### src/rtl/dual_core_mem_arbiter_pkg.sv
// Shared definitions for the dual-core memory arbiter.
// Holds the arbiter FSM state encoding, the core ID constants and the
// default address width derived from the default memory depth.
package dual_core_mem_arbiter_pkg;

    typedef enum logic [1:0] {
        ARB_IDLE  = 2'd0,
        ARB_LOCK0 = 2'd1,
        ARB_LOCK1 = 2'd2
    } arb_state_e;

    localparam logic CORE0 = 1'b0;
    localparam logic CORE1 = 1'b1;

    localparam int MEM_SIZE_DEFAULT = 256;
    localparam int AW               = $clog2(MEM_SIZE_DEFAULT);

endpackage

### src/rtl/dual_core_mem_arbiter_return.sv
// Per-core read-return port.
// Shows the live memory read data on the cycle a read issued by this core
// returns, and otherwise replays the last word this core received.
// Ports:
//   clk, reset    - system clock, synchronous active-high reset
//   ret_sel       - this cycle carries a read return owned by this core
//   mem_read_val  - registered read data from the memory controller
//   read_val      - data presented to the core (0 while reset is high)
module mem_arb_return_port #(
    parameter int MEM_WIDTH = 32
) (
    input  logic                 clk,
    input  logic                 reset,
    input  logic                 ret_sel,
    input  logic [MEM_WIDTH-1:0] mem_read_val,
    output logic [MEM_WIDTH-1:0] read_val
);

    logic [MEM_WIDTH-1:0] hold_q;
    logic [MEM_WIDTH-1:0] hold_d;

    always_comb begin
        hold_d = ret_sel ? mem_read_val : hold_q;
    end

    always_ff @(posedge clk) begin
        if (reset) begin
            hold_q <= '0;
        end else begin
            hold_q <= hold_d;
        end
    end

    // Bypass on the return cycle keeps the one-cycle read latency of a
    // direct core-to-memory connection.
    always_comb begin
        if (reset) begin
            read_val = '0;
        end else if (ret_sel) begin
            read_val = mem_read_val;
        end else begin
            read_val = hold_q;
        end
    end

endmodule

### src/rtl/dual_core_mem_arbiter.sv
// Two-master arbiter between two cores and a single-ported memory controller.
// One access per clock, round-robin on contention, optional per-core bus lock
// with a watchdog that force-releases a lock held LOCK_MAX_CYCLES cycles.
// Ports:
//   cN_mem_*       - core N request side (addr, read/write enables, write data,
//                    lock) and response side (stall, read data)
//   mem_*          - memory controller side; all zero when nothing is granted
//   lock_timeout   - sticky flag, set when the watchdog breaks a lock
module dual_core_mem_arbiter
    import dual_core_mem_arbiter_pkg::*;
#(
    parameter int MEM_WIDTH       = 32,
    parameter int MEM_SIZE        = 256,
    parameter int LOCK_MAX_CYCLES = 16
) (
    input  logic                        clk,
    input  logic                        reset,
    input  logic [$clog2(MEM_SIZE)-1:0] c0_mem_addr,
    input  logic                        c0_mem_read_en,
    input  logic                        c0_mem_write_en,
    input  logic [MEM_WIDTH-1:0]        c0_mem_write_val,
    input  logic                        c0_mem_lock,
    output logic                        c0_mem_stall,
    output logic [MEM_WIDTH-1:0]        c0_mem_read_val,
    input  logic [$clog2(MEM_SIZE)-1:0] c1_mem_addr,
    input  logic                        c1_mem_read_en,
    input  logic                        c1_mem_write_en,
    input  logic [MEM_WIDTH-1:0]        c1_mem_write_val,
    input  logic                        c1_mem_lock,
    output logic                        c1_mem_stall,
    output logic [MEM_WIDTH-1:0]        c1_mem_read_val,
    output logic [$clog2(MEM_SIZE)-1:0] mem_addr,
    output logic                        mem_read_en,
    output logic                        mem_write_en,
    output logic [MEM_WIDTH-1:0]        mem_write_val,
    input  logic [MEM_WIDTH-1:0]        mem_read_val,
    output logic                        lock_timeout
);

    localparam int CW = $clog2(LOCK_MAX_CYCLES + 1) + 1;

    arb_state_e    state_q, state_d;
    logic          rr_last_q, rr_last_d;
    logic [CW-1:0] lock_cnt_q, lock_cnt_d;
    logic          lock_timeout_q, lock_timeout_d;
    logic          rd_pend_q, rd_pend_d;
    logic          rd_owner_q, rd_owner_d;

    logic          req0, req1;
    logic          grant0, grant1;
    logic          lock_in;
    logic [CW-1:0] lock_cnt_inc;

    // Requests are ignored while reset is high, which also forces stalls low.
    assign req0 = ~reset & (c0_mem_read_en | c0_mem_write_en);
    assign req1 = ~reset & (c1_mem_read_en | c1_mem_write_en);

    assign lock_in      = (state_q == ARB_LOCK1) ? c1_mem_lock : c0_mem_lock;
    assign lock_cnt_inc = lock_cnt_q + CW'(1);

    // State register
    always_ff @(posedge clk) begin
        if (reset) begin
            state_q        <= ARB_IDLE;
            rr_last_q      <= CORE1;
            lock_cnt_q     <= '0;
            lock_timeout_q <= 1'b0;
            rd_pend_q      <= 1'b0;
            rd_owner_q     <= CORE0;
        end else begin
            state_q        <= state_d;
            rr_last_q      <= rr_last_d;
            lock_cnt_q     <= lock_cnt_d;
            lock_timeout_q <= lock_timeout_d;
            rd_pend_q      <= rd_pend_d;
            rd_owner_q     <= rd_owner_d;
        end
    end

    // Grant and memory-side mux
    always_comb begin
        grant0 = 1'b0;
        grant1 = 1'b0;
        case (state_q)
            ARB_IDLE: begin
                if (req0 && req1) begin
                    // The core that did not win last time gets the bus.
                    grant0 = (rr_last_q == CORE1);
                    grant1 = (rr_last_q == CORE0);
                end else begin
                    grant0 = req0;
                    grant1 = req1;
                end
            end
            ARB_LOCK0: grant0 = req0;
            ARB_LOCK1: grant1 = req1;
            default: begin
                grant0 = 1'b0;
                grant1 = 1'b0;
            end
        endcase

        mem_addr      = '0;
        mem_read_en   = 1'b0;
        mem_write_en  = 1'b0;
        mem_write_val = '0;
        if (grant0) begin
            mem_addr      = c0_mem_addr;
            mem_read_en   = c0_mem_read_en & ~c0_mem_write_en;
            mem_write_en  = c0_mem_write_en;
            mem_write_val = c0_mem_write_val;
        end else if (grant1) begin
            mem_addr      = c1_mem_addr;
            mem_read_en   = c1_mem_read_en & ~c1_mem_write_en;
            mem_write_en  = c1_mem_write_en;
            mem_write_val = c1_mem_write_val;
        end
    end

    assign c0_mem_stall = req0 & ~grant0;
    assign c1_mem_stall = req1 & ~grant1;
    assign lock_timeout = lock_timeout_q & ~reset;

    // Next-state logic
    always_comb begin
        state_d        = state_q;
        rr_last_d      = rr_last_q;
        lock_cnt_d     = lock_cnt_q;
        lock_timeout_d = lock_timeout_q;
        rd_pend_d      = mem_read_en;
        rd_owner_d     = grant1;

        if (grant0) begin
            rr_last_d = CORE0;
        end else if (grant1) begin
            rr_last_d = CORE1;
        end

        case (state_q)
            ARB_IDLE: begin
                if ((grant0 && c0_mem_lock) || (grant1 && c1_mem_lock)) begin
                    if (LOCK_MAX_CYCLES <= 1) begin
                        // The grant cycle already uses the whole budget.
                        lock_timeout_d = 1'b1;
                    end else begin
                        state_d    = grant0 ? ARB_LOCK0 : ARB_LOCK1;
                        lock_cnt_d = CW'(1);
                    end
                end
            end
            ARB_LOCK0, ARB_LOCK1: begin
                if (!lock_in) begin
                    state_d    = ARB_IDLE;
                    lock_cnt_d = '0;
                end else if (lock_cnt_inc >= CW'(LOCK_MAX_CYCLES)) begin
                    // Watchdog: this cycle is the last one the holder gets;
                    // marking it as last winner hands the next tie over.
                    state_d        = ARB_IDLE;
                    lock_cnt_d     = '0;
                    lock_timeout_d = 1'b1;
                    rr_last_d      = (state_q == ARB_LOCK1) ? CORE1 : CORE0;
                end else begin
                    lock_cnt_d = lock_cnt_inc;
                end
            end
            default: begin
                state_d    = ARB_IDLE;
                lock_cnt_d = '0;
            end
        endcase
    end

    // Read-return ports, one per core
    logic [1:0]           ret_sel;
    logic [MEM_WIDTH-1:0] read_val [2];

    generate
        for (genvar gi = 0; gi < 2; gi++) begin : g_ret
            assign ret_sel[gi] = rd_pend_q & (rd_owner_q == 1'(gi));
            mem_arb_return_port #(
                .MEM_WIDTH(MEM_WIDTH)
            ) u_ret (
                .clk         (clk),
                .reset       (reset),
                .ret_sel     (ret_sel[gi]),
                .mem_read_val(mem_read_val),
                .read_val    (read_val[gi])
            );
        end
    endgenerate

    assign c0_mem_read_val = read_val[0];
    assign c1_mem_read_val = read_val[1];

endmodule

### config.mk
export PLATFORM = sky130hd
export DESIGN_NAME = dual_core_mem_arbiter
export DESIGN_NICKNAME = d
export VERILOG_FILES = /design/src/rtl/dual_core_mem_arbiter_pkg.sv /design/src/rtl/dual_core_mem_arbiter_return.sv /design/src/rtl/dual_core_mem_arbiter.sv
export SDC_FILE = /design/constraint.sdc
export NUM_CORES = 1
export LEC_CHECK = 0
export ABC_CLOCK_PERIOD_IN_PS = 2280
export BUFFER_PORTS_ARGS = -buffer_cell sky130_fd_sc_hd__buf_2
export CORE_ASPECT_RATIO = 0.8
export CORE_MARGIN = 4
export CORE_UTILIZATION = 42
export DETAILED_ROUTE_END_ITERATION = 10
export PLACE_DENSITY_LB_ADDON = 0.25
export SETUP_SLACK_MARGIN = 0.2
export SLEW_MARGIN = 25
export SYNTH_ARGS = -nofsm -noshare
export SYNTH_HDL_FRONTEND = slang
export SYNTH_SLANG_ARGS = --single-unit
### constraint.sdc
create_clock -name clk -period 2.28 [get_ports clk]
set_input_delay 0.228 -clock clk [delete_from_list [all_inputs] [get_ports clk]]
set_output_delay 0.228 -clock clk [all_outputs]
set_load 0.01 [all_outputs]
# == Word-level counts from Yosys, hierarchy flattened ==
# Index checks and enable logic that the tools add are counted.
# classes
bitwise,18
n_lt_le_gt_ge,1
n_mux,32
addsub,1
eq_ne,4
n_reduce_logical,8
# ops
operator,count
2-to-1 mux 32 bit,6
2-to-1 mux 6 bit,3
2-to-1 mux 8 bit,2
2-to-1 mux 1 bit,13
case mux 6 bit (2 select lines),1
bitwise AND 1 bit,9
2-to-1 mux 2 bit,4
inverter 1 bit,7
adder 6 x 1 -> 6 bit (second input constant),1
>= comparator 6 x 5 -> 1 bit (second input constant),1
case mux 1 bit (2 select lines),2
case mux 2 bit (2 select lines),1
logical AND 1 bit,3
!= test 3 bit (second input constant),1
AND reduction 3 bit,1
== test 2 x 1 -> 1 bit (second input constant),1
== test 2 bit (second input constant),1
logical NOT 2 bit,1
!= test 2 bit (second input constant),1
OR 1 bit,2
AND reduction 2 bit,1
OR reduction 2 bit,1
logical OR 1 bit,1
# word_totals
out_inout_bits,109
wordCells,72
inputBits,120
regBits,76

# == Longest topological paths before layout ==
# Gate-level depths: netlist of run 1.
# logic_depth
ltp_word,10
depth_mapped,9
mapped_depth_nobuf,7

# == Modules after synthesis ==
# A second synthesis of run 1 with hierarchy kept.
# unflattened
hier_cells,431
hier_area_um2,3661.0
# by_module_without_submodules
mod,n_inst,seq_area_each_um2,area_per_inst_um2,cells_per_inst
mem_arb_return_port,2,640.6,1163.6,103
dual_core_mem_arbiter,1,240.2,1333.8,225

# == Worst setup path before layout of run 1 ==
# Ideal clock, no wire load.
# synth_timing
kind,reg-to-output
start,register state_q[0]
end,output port mem_addr[0]
slack_ps,167
t_arrival_ps,1885
t_required_ps,2052
path_stages_with_launch,10
path_buffers,3
cell_sequence,dfxtp_1 -> inv_1 -> ha_1 -> clkbuf_1 -> or2_1 -> o211a_1 -> buf_2 -> nor3_4 -> buf_2 -> a22o_1
# synth_via
elab_chain_cells,4
elab_cells_between_ends,7
classes_between,eq/ne (2); mux (4); reduce/logical (1)
# synth_lines
element,line_no,text
start: declaration,dual_core_mem_arbiter.sv:42,"arb_state_e state_q, state_d;"
start signal: assignment,dual_core_mem_arbiter.sv:71,state_q <= state_d;
== test 2 bit or logical NOT 2 bit (tied branches),dual_core_mem_arbiter.sv:84,case (state_q)
case mux 1 bit (2 select lines),dual_core_mem_arbiter.sv:84,
2-to-1 mux 8 bit,dual_core_mem_arbiter.sv:112,end else if (grant1) begin
2-to-1 mux 8 bit (*),dual_core_mem_arbiter.sv:107,if (grant0) begin
end: declaration,dual_core_mem_arbiter.sv:32,"output logic [$clog2(MEM_SIZE)-1:0] mem_addr,"
# Every way passes the cells marked *; elsewhere a longest branch is shown, timed or not.

# == Final worst setup path of run 1 ==
# layout_timing
start,register state_q[0]
end,output port mem_write_val[26]
# layout_via
elab_chain_cells,4
elab_cells_between_ends,7
classes_between,eq/ne (2); mux (4); reduce/logical (1)
# layout_lines
element,line_no,text
== test 2 bit or logical NOT 2 bit (tied branches),dual_core_mem_arbiter.sv:84,
case mux 1 bit (2 select lines),dual_core_mem_arbiter.sv:84,
2-to-1 mux 32 bit,dual_core_mem_arbiter.sv:112,
2-to-1 mux 32 bit (*),dual_core_mem_arbiter.sv:107,
end: declaration,dual_core_mem_arbiter.sv:35,"output logic [MEM_WIDTH-1:0] mem_write_val,"
# Marks and branches as above.

==> results.toml, run 1 <==
[setup_path]
max_stage_delay_ns = 0.40
critPathLaunchType = "flip-flop"
r2r_slack_ns = 0.31
worstPathArrival_ns = 2.21
path_max_fanout = 9
path_delay_family = "buffers and inverters"
critPathBufInv = 4
path_cells = "inv_4, ha_4, or2_4, o211a_4, nor3_4, buf_4, buf_12, a22o_1, buf_2"
crit_path_end_kind = "output port"
crit_path_top_delay_cell = "dfxtp_4"
cp_data_required_time_ns = 2.05
worstSetupPathType = "reg -> out"

[clock_network]
clk_latency_ns = 0.34
cts_buffer_depth = 2
clk_pin_slew_ns = 0.08
htreeDepth = 3
cts_hold_buf = 0
cts_tree = "yes"
cts_root_buf = "clkbuf_8"
cts.sinks = 76
numCtsBuffers = 9

[sta]
postLayoutSetupSlackWorst_ns = -0.155
slew_viol_final = 0
min_period_ns = 2.43
period_share_pct = 107
fin_tns_setup_ns = -3.78
hold_viol = 0
fmax_mhz = 411
rsz0062_at_grt = "yes"
finClkSkew_ns = 0.00538
worst_slew_pin_slew_ns = 0.677
setup_viol = 42
max-slew-margin-rel_pct = 54.9

[yosys]
syn_area_mm2 = 0.00337
synth-edff-count = 0
syn_nets = 543
yosys.area_share.adder_pct = 1.86
ys_top_cells_by_area = "dfxtp_1, nand2_1, a22o_1, a21oi_1, clkbuf_1"
synth.most_common_cell = "nand2_1"
yosysWarnings = 0
synth-simple-area-share_pct = 19.9
synth_compound_area_share_pct = 26.9
synth_top_area_share_pct = 45.2
synth_top_family_by_area = "compound AO/OA/AOI/OAI gates"
yosysUniqueCellTypes = 44
postSynthCellCount = 418
synthMuxAreaShare_pct = 1.19
synthTopCellsByCount = "nand2_1, dfxtp_1, a21oi_1, a22o_1, clkbuf_1"
synth_top_cell_by_area = "dfxtp_1"
synth_seq_area_share_pct = 45.2
synth_area_per_cell_um2 = 8.06
synth_async_sr_flop_share_pct = 0
ys_ff_latch = 76
synthFlopType = "dfxtp_1"
synth_xor_area_share_pct = 0.260

[status]
status = "finished with violations"
violations = "setup timing"

[die]
core-area_mm2 = 0.00760
dieWidth_um = 108
start_util_pct = 44.3
pin_count = 229
dieHeight_um = 88.1
dieArea_mm2 = 0.00953
row_count = 28

[global_route]
grt_pass1_vias = 3709
grt_max_degree = 67
grt_overflow = 0
grt_pass1_wl_um = 19400
antenna_found_initial = 0
grtUsageTotal_pct = 26.5

[route]
wl_per_cell_um = 17.6
detail-route-antenna-nets = 0
drc = 0
routed_wl_um = 13400
drt_iter0_drc = 221
num_vias = 3981
drt-vias-per-instance = 5.24
drtPass1Iterations = 4

[place]
pre_cts_ws_ns = 0.142
post-place-cells = 730
port_buffers = 228
gp_congestion = 1.23
dpl.hpwl_um = 9480

[cells_and_area]
fill_cells = 629
fin_cells = 760
fin_nets = 776
diodes = 0
final_util_pct = 68.4
layout-drive-gt1-share_pct = 44.9
area_growth_pct = 54.5

[power_and_ir_drop]
power_density_mw_per_mm2 = 1010
power.leakage_nw = 2.53
total_power_mw = 5.26
vdd_drop_max_mv = 0.638

[run]
drv_cap = 0

[hold_path]
hold_class = "in -> reg"
## layout make-up
cell class,instances,area (um^2),area share [%]
Clock inverter,6,138,2.64
Inverter,7,28.8,0.553
Multi-Input combinational cell,303,1770,34.1
Clock buffer,9,124,2.38
Timing Repair Buffer,254,1480,28.4
Sequential cell,76,1530,29.4
Tap cell,105,131,2.52
## timing repair
item	4_1_cts	5_1_grt
pin swaps	2	4
resized for setup	32	13
cloned	2	2
setup buffers	7	4
endpoints found under the setup margin	42	66
endpoints found under the hold margin	0	0
## layout by cell type, fill, tap and decap left out, types with 2 or more instances in the layout
cell,instances
a22o_1,38
nand2_1,136
bufinv_16,4
buf_6,15
and3_1,4
clkinv_4,2
nor4_1,2
clkbuf_16,2
mux2i_1,4
nor2_1,5
ha_1,3
o21ai_0,2
dfxtp_1,72
o211a_4,2
a22o_4,3
dfxtp_2,3
clkbuf_8,9
nor3b_1,2
a21oi_1,67
nor2b_2,2
a32o_1,3
ha_4,2
o211ai_1,2
buf_2,220
inv_1,4
buf_4,15
## final timing paths
| path | start | to | cells after the start |
|---|---|---|---|
| worst max-delay path | state_q[0]$_SDFFE_PP0P_ | mem_write_val[26] | 9 |
| worst min-delay path | mem_read_val[15] | g_ret[1].u_ret.hold_q[15]$_DFF_P_ | 3 |
| worst max register to register | state_q[1]$_SDFFE_PP0P_ | lock_cnt_q[2]$_SDFFE_PP0P_ | 6 |
| worst min register to register | g_ret[0].u_ret.hold_q[3]$_DFF_P_ | g_ret[0].u_ret.hold_q[3]$_DFF_P_ | 2 |
## routing by layer
layer | track usage (%) | routed length [um] | up-vias
li1 | - | - | 1905
met1 | 35.4 | 5750 | 1870
met4 | 6.19 | 179 | 0
met3 | 6.78 | 1050 | 19
met5 | 0 | 0 | -
met2 | 43.3 | 6420 | 187
## stage by stage
stage	hold WS, ns	instance area (um^2)
3_5_place_dp	0.450	4600
5_1_grt	0.136	5200
6_report	0.142	5200
4_1_cts	0.132	5080
3_3_place_gp	0.441	4600
2_1_floorplan	0.382	3370
## power by group
part | internal, mW | switching, mW | leakage, nW
clock | 0.835 | 0.488 | 0.129
combinational | 1.11 | 1.26 | 1.78
sequential | 1.48 | 0.0770 | 0.618
## cell families (layout without fill, tap and decap cells)
kind of cell               count (synthesis)  after routing
adders and majority gates                  5              5
AOI/OAI and AO/OA                        131            131
buffers and inverters                     39            276
xor gates and xnor gates                   1              1
muxes                                      4              4
and+or+nand+nor                          162            162
DFF                                       76             76
## state kept, by name, summed over array words and instances (netlist names)
signal and flops:
g_ret.u_ret.hold_q 64, lock_cnt_q 6, lock_timeout_q 1, rd_owner_q 1
rd_pend_q 1, rr_last_q 1, state_q 2
## worst register-to-register path, cell delays in order, from the launching register on
cell	delay [ns]
dfxtp_2	0.33
buf_4	0.14
ha_1	0.27
o311ai_1	0.47
o211a_4	0.30
nor2_1	0.08
a211o_1	0.28
Power figures use the tool's default switching activity.
==> run 2, diff against run 1 <==
--- a/config.mk
+++ b/config.mk
@@ -9,9 +9,11 @@
 export BUFFER_PORTS_ARGS = -buffer_cell sky130_fd_sc_hd__buf_2
 export CORE_ASPECT_RATIO = 0.8
 export CORE_MARGIN = 4
-export CORE_UTILIZATION = 42
+export CORE_UTILIZATION = 43
+export CTS_BUF_LIST = sky130_fd_sc_hd__clkbuf_4 sky130_fd_sc_hd__clkbuf_8
 export DETAILED_ROUTE_END_ITERATION = 10
 export PLACE_DENSITY_LB_ADDON = 0.25
+export RECOVER_POWER = 100
 export SETUP_SLACK_MARGIN = 0.2
 export SLEW_MARGIN = 25
 export SYNTH_ARGS = -nofsm -noshare
==> run 2 against run 1 <==
Compared with the run above:
- the flow still finishes with violations (setup timing)
- final cell count increased by 0.26%
- highest routed layer unchanged
- worst hold slack improved by 0.0048 ns
- clock power about the same
- critical path depth increased by 1
- core utilization increased by 1.3 points
- clock skew increased by 0.0032 ns
- worst setup slack improved by 0.037 ns
==> results.toml, run 2 (synthesized netlist as in run 1, its figures left out) <==
[global_route]
grt_overflow = 0
grt_max_degree = 70
grt_pass1_vias = 3828
grtUsageTotal_pct = 27.9
grt_pass1_wl_um = 20200
antenna_found_initial = 0

[clock_network]
cts.sinks = 76
numCtsBuffers = 9
clk_latency_ns = 0.34
cts_buffer_depth = 2
clk_pin_slew_ns = 0.08
cts_hold_buf = 0
cts_tree = "yes"
cts_root_buf = "clkbuf_8"
htreeDepth = 3

[sta]
min_period_ns = 2.40
slew_viol_final = 0
worst_slew_pin_slew_ns = 1.39
hold_viol = 0
postLayoutSetupSlackWorst_ns = -0.117
finClkSkew_ns = 0.00856
period_share_pct = 105
fmax_mhz = 417
rsz0062_at_grt = "yes"
setup_viol = 35
max-slew-margin-rel_pct = 7.18

[cells_and_area]
diodes = 0
area_growth_pct = 55.3
top_regs = "g_ret.u_ret.hold_q x64, lock_cnt_q x6, state_q x2"
top_register = "g_ret.u_ret.hold_q"
fin_nets = 778
layout-drive-gt1-share_pct = 42.6
largest_register_ffs = 64
final_common_cell = "buf_2"
layout_common_cells = "buf_2, nand2_1, dfxtp_1"
fin_cells = 762
final_util_pct = 69.8

[hold_path]
hold_class = "in -> reg"
hold_depth = 3
worstHoldStart = "mem_read_val[16]"
hold_end = "g_ret[0].u_ret.hold_q[16]$_DFF_P_"

[place]
post-place-cells = 732
dpl.hpwl_um = 9860
pre_cts_ws_ns = -0.00668
gp_congestion = 1.07
port_buffers = 228

[route]
num_vias = 4080
drc = 0
drt-vias-per-instance = 5.35
drt_iter0_drc = 284
wl_per_cell_um = 18.1
routed_wl_um = 13800
drtPass1Iterations = 5
detail-route-antenna-nets = 0

[setup_path]
rr_startpoint = "state_q[1]$_SDFFE_PP0P_"
worstSetupPathType = "reg -> out"
path_max_fanout = 7
crit_path_end_kind = "output port"
cp_data_required_time_ns = 2.05
worstPathArrival_ns = 2.17
r2r_cells = 6
r2r_slack_ns = 0.04
reg2reg_to = "state_q[1]$_SDFFE_PP0P_"
critPathLaunchType = "flip-flop"

[status]
status = "finished with violations"
violations = "setup timing"

[die]
dieArea_mm2 = 0.00932
row_count = 28
pin_count = 229
dieWidth_um = 107
start_util_pct = 44.9
dieHeight_um = 87.2
core-area_mm2 = 0.00750

[power_and_ir_drop]
power_density_mw_per_mm2 = 1020
vdd_drop_max_mv = 0.626
power.leakage_nw = 2.51

[run]
drv_cap = 0
==> run 2: final cells by class <==
| cell class | count | area (um^2) |
|---|---|---|
| Tap cell | 105 | 131 |
| Multi-Input combinational cell | 303 | 1730 |
| Clock buffer | 9 | 124 |
| Clock inverter | 6 | 138 |
| Sequential cell | 76 | 1530 |
| Fill cell | 625 | 2260 |
| Timing Repair Buffer | 256 | 1550 |
| Inverter | 7 | 28.8 |
==> run 2: power by group <==
group / switching [mW] / total (mW) / leakage, nW / internal, mW
combinational: 1.27 / 2.43 / 1.76 / 1.16
clock: 0.500 / 1.34 / 0.129 / 0.836
sequential: 0.0792 / 1.56 / 0.617 / 1.48
total: 1.85 / 5.33 / 2.51 / 3.47
==> run 2: worst max-delay path: stages (launching register included) <==
cell and delay [ns]:
dfxtp_2 0.35, inv_2 0.07, ha_4 0.18, or2_1 0.24, o211a_1 0.16, nor3_4 0.16
buf_12 0.16, buf_12 0.11, buf_16 0.10, a22o_1 0.16, buf_6 0.13
==> run 2: what timing repair did <==
action | CTS | global route
buffers inserted | 4 | 7
pin swaps | 3 | 9
gates resized for setup | 21 | 13
setup endpoints to repair | 43 | 60
endpoints found under the hold margin | 0 | 0
gates cloned | 2 | 2
==> run 2: metrics by stage <==
step	instance area, um^2	power, mW	hold slack [ns]	TNS [ns]
2_1_floorplan	3370	2.70	0.382	0
3_3_place_gp	4640	3.41	0.443	0
3_5_place_dp	4640	3.47	0.447	-0.00668
4_1_cts	5080	5.07	0.130	-0.846
5_1_grt	5230	5.58	0.148	-6.06
6_report	5230	5.33	0.146	-1.94
==> run 2: worst max-delay path by stage <==
stage	startpoint	end	slack [ns]	cells past startpoint
CTS	state_q[0]$_SDFFE_PP0P_	mem_write_val[6]	-0.07	10
global placement	state_q[1]$_SDFFE_PP0P_	mem_write_val[4]	0.07	8
finish	state_q[1]$_SDFFE_PP0P_	mem_write_val[15]	-0.12	10
floorplan	state_q[0]$_SDFFE_PP0P_	mem_addr[0]	0.17	9
detailed placement	state_q[1]$_SDFFE_PP0P_	mem_write_val[7]	-0.007	8
global route	state_q[1]$_SDFFE_PP0P_	mem_write_val[15]	-0.19	10
==> run 2: per-layer routing <==
| layer | up-vias | wire length (um) | track usage [%] |
|---|---|---|---|
| met2 | 247 | 6760 | 47.3 |
| met4 | 0 | 408 | 9.87 |
| met1 | 1883 | 5350 | 34.5 |
| li1 | 1913 | - | - |
| met5 | - | 0 | 0 |
| met3 | 37 | 1300 | 7.41 |
